===== src/rtl/match_timer_ctrl.sv =====
// match_timer_ctrl: loads an 8-bit match length, converts it to BCD and counts down once per tick.
// Latency: start -> RUN after h+t+1 LOAD cycles; digits decrement every TICK_DIV RUN cycles.
// Backpressure: none; start/pause/abort are single-cycle pulses, priority abort > start > pause > tick.
//
// Ports:
//   clk, reset         system clock, asynchronous active-low reset
//   max_time           match length in seconds (binary), sampled when a start is accepted
//   start/pause/abort  control pulses
//   hund/tens/ones     BCD remaining time (registered)
//   running/paused     state flags (registered)
//   time_up            level while DONE; time_up_pulse one cycle on DONE entry
//   warn               combinational: RUN/PAUSE with remaining time <= WARN_SEC
module match_timer_ctrl #(
  parameter int TICK_DIV = 100000000,
  parameter int WARN_SEC = 10
) (
  input  logic       clk,
  input  logic       reset,
  input  logic [7:0] max_time,
  input  logic       start,
  input  logic       pause,
  input  logic       abort,
  output logic [3:0] hund,
  output logic [3:0] tens,
  output logic [3:0] ones,
  output logic       running,
  output logic       paused,
  output logic       time_up,
  output logic       time_up_pulse,
  output logic       warn
);

  localparam int              PW        = (TICK_DIV > 1) ? $clog2(TICK_DIV) : 1;
  localparam logic [PW-1:0]   TICK_LAST = PW'(TICK_DIV - 1);
  localparam logic [7:0]      WARN_LIM  = 8'(WARN_SEC);

  typedef enum logic [2:0] {S_IDLE, S_LOAD, S_RUN, S_PAUSE, S_DONE} state_t;

  state_t          state_q, state_d;
  logic [7:0]      rem_q, rem_d;
  logic [3:0]      hund_d, tens_d, ones_d;
  logic [PW-1:0]   presc_q, presc_d;
  logic            pulse_d;
  logic            tick;
  logic            at_last_sec;
  logic [7:0]      low_val;

  assign tick        = (presc_q == TICK_LAST);
  // A tick at 001 (or a stray 000) ends the match instead of wrapping.
  assign at_last_sec = (hund == 4'd0) && (tens == 4'd0) && (ones <= 4'd1);

  // State and datapath registers; flags are registered decodes of the next state.
  always_ff @(posedge clk or negedge reset) begin
    if (!reset) begin
      state_q       <= S_IDLE;
      rem_q         <= 8'd0;
      hund          <= 4'd0;
      tens          <= 4'd0;
      ones          <= 4'd0;
      presc_q       <= '0;
      running       <= 1'b0;
      paused        <= 1'b0;
      time_up       <= 1'b0;
      time_up_pulse <= 1'b0;
    end else begin
      state_q       <= state_d;
      rem_q         <= rem_d;
      hund          <= hund_d;
      tens          <= tens_d;
      ones          <= ones_d;
      presc_q       <= presc_d;
      running       <= (state_d == S_RUN);
      paused        <= (state_d == S_PAUSE);
      time_up       <= (state_d == S_DONE);
      time_up_pulse <= pulse_d;
    end
  end

  // Next-state and next-datapath logic.
  always_comb begin
    state_d = state_q;
    rem_d   = rem_q;
    hund_d  = hund;
    tens_d  = tens;
    ones_d  = ones;
    presc_d = presc_q;
    pulse_d = 1'b0;

    if (abort) begin
      state_d = S_IDLE;
      rem_d   = 8'd0;
      hund_d  = 4'd0;
      tens_d  = 4'd0;
      ones_d  = 4'd0;
      presc_d = '0;
    end else begin
      case (state_q)
        S_IDLE, S_DONE: begin
          if (start) begin
            state_d = S_LOAD;
            rem_d   = max_time;
            hund_d  = 4'd0;
            tens_d  = 4'd0;
            ones_d  = 4'd0;
            presc_d = '0;
          end
        end

        // Repeated subtraction: one hundreds or tens step per cycle, ones last.
        S_LOAD: begin
          if (rem_q >= 8'd100) begin
            rem_d  = rem_q - 8'd100;
            hund_d = hund + 4'd1;
          end else if (rem_q >= 8'd10) begin
            rem_d  = rem_q - 8'd10;
            tens_d = tens + 4'd1;
          end else begin
            ones_d = rem_q[3:0];
            if (hund == 4'd0 && tens == 4'd0 && rem_q == 8'd0) begin
              state_d = S_DONE;
              pulse_d = 1'b1;
            end else begin
              state_d = S_RUN;
            end
          end
        end

        S_RUN: begin
          if (pause) state_d = S_PAUSE;
          if (tick) begin
            presc_d = '0;
            if (ones != 4'd0) begin
              ones_d = ones - 4'd1;
            end else if (tens != 4'd0) begin
              ones_d = 4'd9;
              tens_d = tens - 4'd1;
            end else if (hund != 4'd0) begin
              ones_d = 4'd9;
              tens_d = 4'd9;
              hund_d = hund - 4'd1;
            end
            // Reaching zero wins over a coincident pause.
            if (at_last_sec) begin
              state_d = S_DONE;
              pulse_d = 1'b1;
            end
          end else begin
            presc_d = presc_q + PW'(1);
          end
        end

        S_PAUSE: begin
          if (pause) state_d = S_RUN;
        end

        default: state_d = S_IDLE;
      endcase
    end
  end

  // Warning output, decoded from registered state and digits.
  always_comb begin
    low_val = ({4'd0, tens} * 8'd10) + {4'd0, ones};
    warn    = ((state_q == S_RUN) || (state_q == S_PAUSE)) &&
              (hund == 4'd0) && (low_val <= WARN_LIM);
  end

endmodule


===== config.mk =====
export PLATFORM = sky130hd
export DESIGN_NAME = match_timer_ctrl
export DESIGN_NICKNAME = d
export VERILOG_FILES = /design/src/rtl/match_timer_ctrl.sv
export SDC_FILE = /design/constraint.sdc
export NUM_CORES = 1
export LEC_CHECK = 0
export CAP_MARGIN = 20
export CORE_MARGIN = 2
export CORE_UTILIZATION = 55
export DETAILED_ROUTE_END_ITERATION = 10
export DONT_BUFFER_PORTS = 1
export PLACE_DENSITY_LB_ADDON = 0.12
export SLEW_MARGIN = 25
export SYNTH_ARGS = -nofsm -noshare
export SYNTH_HDL_FRONTEND = slang
export SYNTH_SLANG_ARGS = --single-unit

===== constraint.sdc =====
create_clock -name clk -period 3.62 [get_ports clk]
set_input_delay 0.543 -clock clk [delete_from_list [all_inputs] [get_ports clk]]
set_output_delay 0.543 -clock clk [all_outputs]
set_load 0.02 [all_outputs]

# Word level (Yosys, flattened, before mapping)
# Cells that the tools add are included.
totals:
  register_bits: 54
  out_inout_bits: 17
  wordCells: 115
classes:
  add_sub_neg: 9
  mul: 1
  magnitude_cmp: 4
  eq_ne: 20
  n_mux: 49
  reduce_logical: 22
ops:
  columns: ["operator", "n"]
  rows:
  - ["27-bit 2-to-1 mux", 3]
  - ["4-bit 2-to-1 mux", 20]
  - ["27-bit one-hot mux with 2 select lines", 1]
  - ["4-bit one-hot mux with 3 select lines", 3]
  - ["8-bit 2-to-1 mux", 4]
  - ["27-bit by 1-bit adder with 27-bit output, second input constant", 1]
  - ["27-bit equality test, second input constant", 1]
  - ["3-bit 2-to-1 mux", 9]
  - ["3-bit inequality test, second input constant", 9]
  - ["8-bit one-hot mux with 2 select lines", 1]
  - ["4-bit nonzero test", 4]
  - ["7-bit AND reduction", 2]
  - ["3-bit by 2-bit equality test with 1-bit output, second input constant", 4]
  - ["3-bit one-hot mux with 4 select lines", 1]
  - ["4-bit by 1-bit subtractor with 4-bit output, second input constant", 3]
  - ["4-bit by 1-bit adder with 4-bit output, second input constant", 2]
  - ["8-bit by 4-bit adder with 8-bit output", 1]
  - ["8-bit by 4-bit >= comparator with 1-bit output, second input constant", 1]
  - ["8-bit by 7-bit >= comparator with 1-bit output, second input constant", 1]
  - ["8-bit by 4-bit <= comparator with 1-bit output, second input constant", 1]
  - ["4-bit logical NOT", 2]
  - ["8-bit logical NOT", 1]
  - ["4-bit inequality test, second input constant", 2]
  - ["8-bit by 4-bit subtractor with 8-bit output, second input constant", 1]
  - ["other kinds (16)", 27]

# Depth between registers and ports, before layout
depth:
  ltp_word: 9
  ltp_mapped: 9
  mapped_depth_nobuf: 8

# Worst setup path before layout
# Ideal clock, no wire load.
synth_timing:
  path_kind: "reg2out"
  from: "reg tens[1]"
  to: "out warn"
  arrival_time_ns: 2.697
  slack_ns: 0.380
  path_stages_with_launch: 8
  cell_sequence: "dfrtp_1 ha_1 ha_1 fa_1 or3_1 a221oi_1 a21oi_1 nor3_1"
synth_via:
  elab_chain_len: 4
synth_rtl:
  columns: ["element", "line_no", "text"]
  rows:
  - ["from (decl)", "24", "output logic [3:0] tens,"]
  - ["from (signal assigned)", "69", "tens <= tens_d;"]
  - ["4-bit by 3-bit multiplier with 7-bit output", "163", "low_val = ({4'd0, tens} * 8'd10) + {4'd0, ones};"]
  - ["8-bit by 4-bit adder with 8-bit output", "163", null]
  - ["8-bit by 4-bit <= comparator with 1-bit output", "165", "(hund == 4'd0) && (low_val <= WARN_LIM);"]
  - ["1-bit logical AND", "165", null]
  - ["to (decl)", "30", "output logic warn"]
# Every way passes these cells.

# Worst setup path after layout
# Ends and elaborated chain as after synthesis.

==> results.yml <==
finish:
  area_growth_pct: 5.68
  antenna_cells: 0
  layout_commonest_cell: "dfrtp_1"
  drive_gt1_share_pct: 9.88
  fin_area_um2: 3930
  layout.nets: 447
  final_cell_mix: "dfrtp_1, nor2_1, nand2_1"
clocking:
  cts_buffer_depth: 2
  cts.repair.resized: 0
  tritoncts: "built"
  h-tree-depth: 2
  cts_inserted_buffers: 5
  clkTransAtPathRegs_ns: 0.11
  root_buffer: "clkbuf_8"
  cts_setup_buffers: 0
  cts.sinks: 54
  clock_latency_ns: 0.32
timing:
  final_hold_viol_count: 0
  finalSetupViolCount: 0
  clock_skew_ns: 0.0105
  timing.final.crit_share_pct: 91.3
  maxSlewViolCount: 0
  rsz0062_at_grt: "no"
  worstMarginPinSlew_ns: 0.828
  slew_headroom_pct: 44.7
  tns_ns: 0
  fmax_mhz: 303
  setup_ws_ns: 0.317
  holdWs_ns: 0.0625
  period_needed_ns: 3.30
floorplan:
  rows: 29
  dieArea_um2: 7440
  dieHeight_um: 86.3
  initial_core_util_pct: 57.6
  fp.coreArea_um2: 6460
  die_w_um: 86.3
  ioPinCount: 30
placed_design:
  placed_area_um2: 3810
  dp_hpwl_um: 5780
  place.gp.congestion: 0.854
  dp_slack_ns: 0.668
  port_buffers: 0
yosys:
  ys.flop_type: "dfrtp_1"
  ys_types: 72
  synth_edf_count: 0
  ys_ff_latch: 54
  synth_area_um2: 3720
  yosysSeqAreaShare_pct: 36.3
  async_flop_share_pct: 100
  syn_nets: 445
  syn_inst: 412
  synth_area_per_cell_um2: 9.03
  yosysWarnings: 0
critical_path:
  cp_data_arrival_time_ns: 2.76
  crit_required_ns: 3.08
  end_kind: "primary output"
  crit_type: "reg -> out"
  crit_path_max_fanout: 4
  start_kind: "register"
drt:
  viasPerCell: 6.25
  ant_nets: 0
  vias: 3077
  drtIter0Drc: 221
  firstDrtPassIters: 5
  route.detailed.drc: 0
  routed_wl_um: 8150
  wl_per_cell_um: 16.6
global_routing:
  antenna_found_initial: 0
  grt_pass1_wl_um: 14200
  grt_max_degree: 55
  grt_overflow_total: 0
  grt_util_all_layers_pct: 23.5
  grt_pass1_vias: 2960
status:
  outcome: "completed"
power_and_ir_drop:
  p_leak_nw: 1.73
  powerDensity_nw_per_um2: 670
  vdd_drop_max_uv: 259
run:
  drv_cap: 0
hold_path:
  hold_path_class: "in -> async"
==> Yosys cell counts, types with 3 or more instances <==
library cell	n	area, µm²
and3_1	3	18.8
o21ai_0	21	105
o31ai_1	6	45.0
xor2_1	12	105
nand4_1	4	25.0
a21oi_1	30	150
buf_2	5	25.0
inv_1	20	75.1
nand3_1	12	60.1
or3_1	6	37.5
nand3b_1	3	22.5
nand2_1	38	143
clkbuf_1	5	18.8
nor3_1	12	60.1
nand2b_1	4	25.0
mux2_1	3	33.8
xnor2_1	13	114
nor2_1	47	176
a21o_1	8	60.1
o22ai_1	3	18.8
nor3_2	3	30.0
ha_1	17	213
fa_1	3	60.1
nor4_1	9	56.3
mux2i_1	4	40.0
a31oi_1	7	43.8
dfrtp_1	54	1350
o21ai_1	5	25.0
==> worst max-delay path, stage by stage, from the launching register on <==
cell      delay (ns)
dfrtp_1         0.39
ha_1            0.30
ha_1            0.22
fa_1            0.49
or3_1           0.36
a221oi_1        0.26
a21oi_1         0.07
nor3_1          0.19
buf_4           0.17
==> power by group <==
part | internal, mW | switching, mW | total [mW] | leakage (nW)
clock | 0.145 | 0.226 | 0.371 | 0.0506
sequential | 0.694 | 0.202 | 0.897 | 0.746
combinational | 0.522 | 0.844 | 1.37 | 0.931
==> kinds of logic (layout without fill, tap and decap cells) <==
logic type | count (synthesis) | after routing | share of synthesized area [%]
compound gates | 105 | 105 | 19.2
xor+xnor | 25 | 25 | 5.88
fa+ha+maj | 20 | 20 | 7.33
buf+inv | 33 | 36 | 3.70
flops | 54 | 54 | 36.3
mux | 7 | 7 | 1.98
simple gates | 168 | 168 | 25.6
==> state kept, by name, indices dropped and copies added (netlist names) <==
name           cells
presc_q           27
rem_q              8
hund               4
ones               4
tens               4
state_q            3
paused             1
running            1
time_up            1
time_up_pulse      1
==> layer usage <==
layer / part of all wire [%] / GRT usage (%) / vias to the layer above
li1: - / - / 1495
met1: 45 / 32.6 / 1493
met2: 48 / 38.9 / 81
met3: 5.3 / 3.43 / 8
met4: 0.98 / 5.97 / 0
met5: 0 / 0 / -
==> stage by stage <==
stage / instances / power, mW / util [%]
after global routing: 492 / 2.84 / 60.9
after detailed placement: 483 / 2.24 / 59.0
after CTS: 492 / 2.64 / 60.9
after floorplan: 412 / 1.94 / -
after global placement: 483 / 2.22 / 59.0
final: 492 / 2.63 / 60.9
==> final timing paths <==
path | cells past startpoint | end | from | slack (ns)
worst max-delay path | 8 | warn | tens[1] | 0.32
worst min-delay path | 1 | tens[3] | reset | 0.06
worst max register to register | 9 | running | tens[1] | 0.92
worst min register to register | 1 | presc_q[0] | presc_q[0] | 0.54
max in group asynchronous | 1 | state_q[2] | reset | 3.31
min in group clk | 1 | rem_q[4] | abort | 0.27
==> area by class of cell <==
type,count,area (µm²)
sequential,54,1350
timing repair buffer,8,80.1
inverter,20,75.1
tap,77,96.3
fill,576,2530
clock inverter,3,28.8
clock buffer,5,68.8
multi-input combinational,325,2230
==> what timing repair did <==
action / CTS / global route
hold endpoints to repair: 54 / 0
hold buffers: 1 / 0
endpoints found under the setup margin: 0 / 0
No activity file was read; power rests on OpenSTA's default activity.
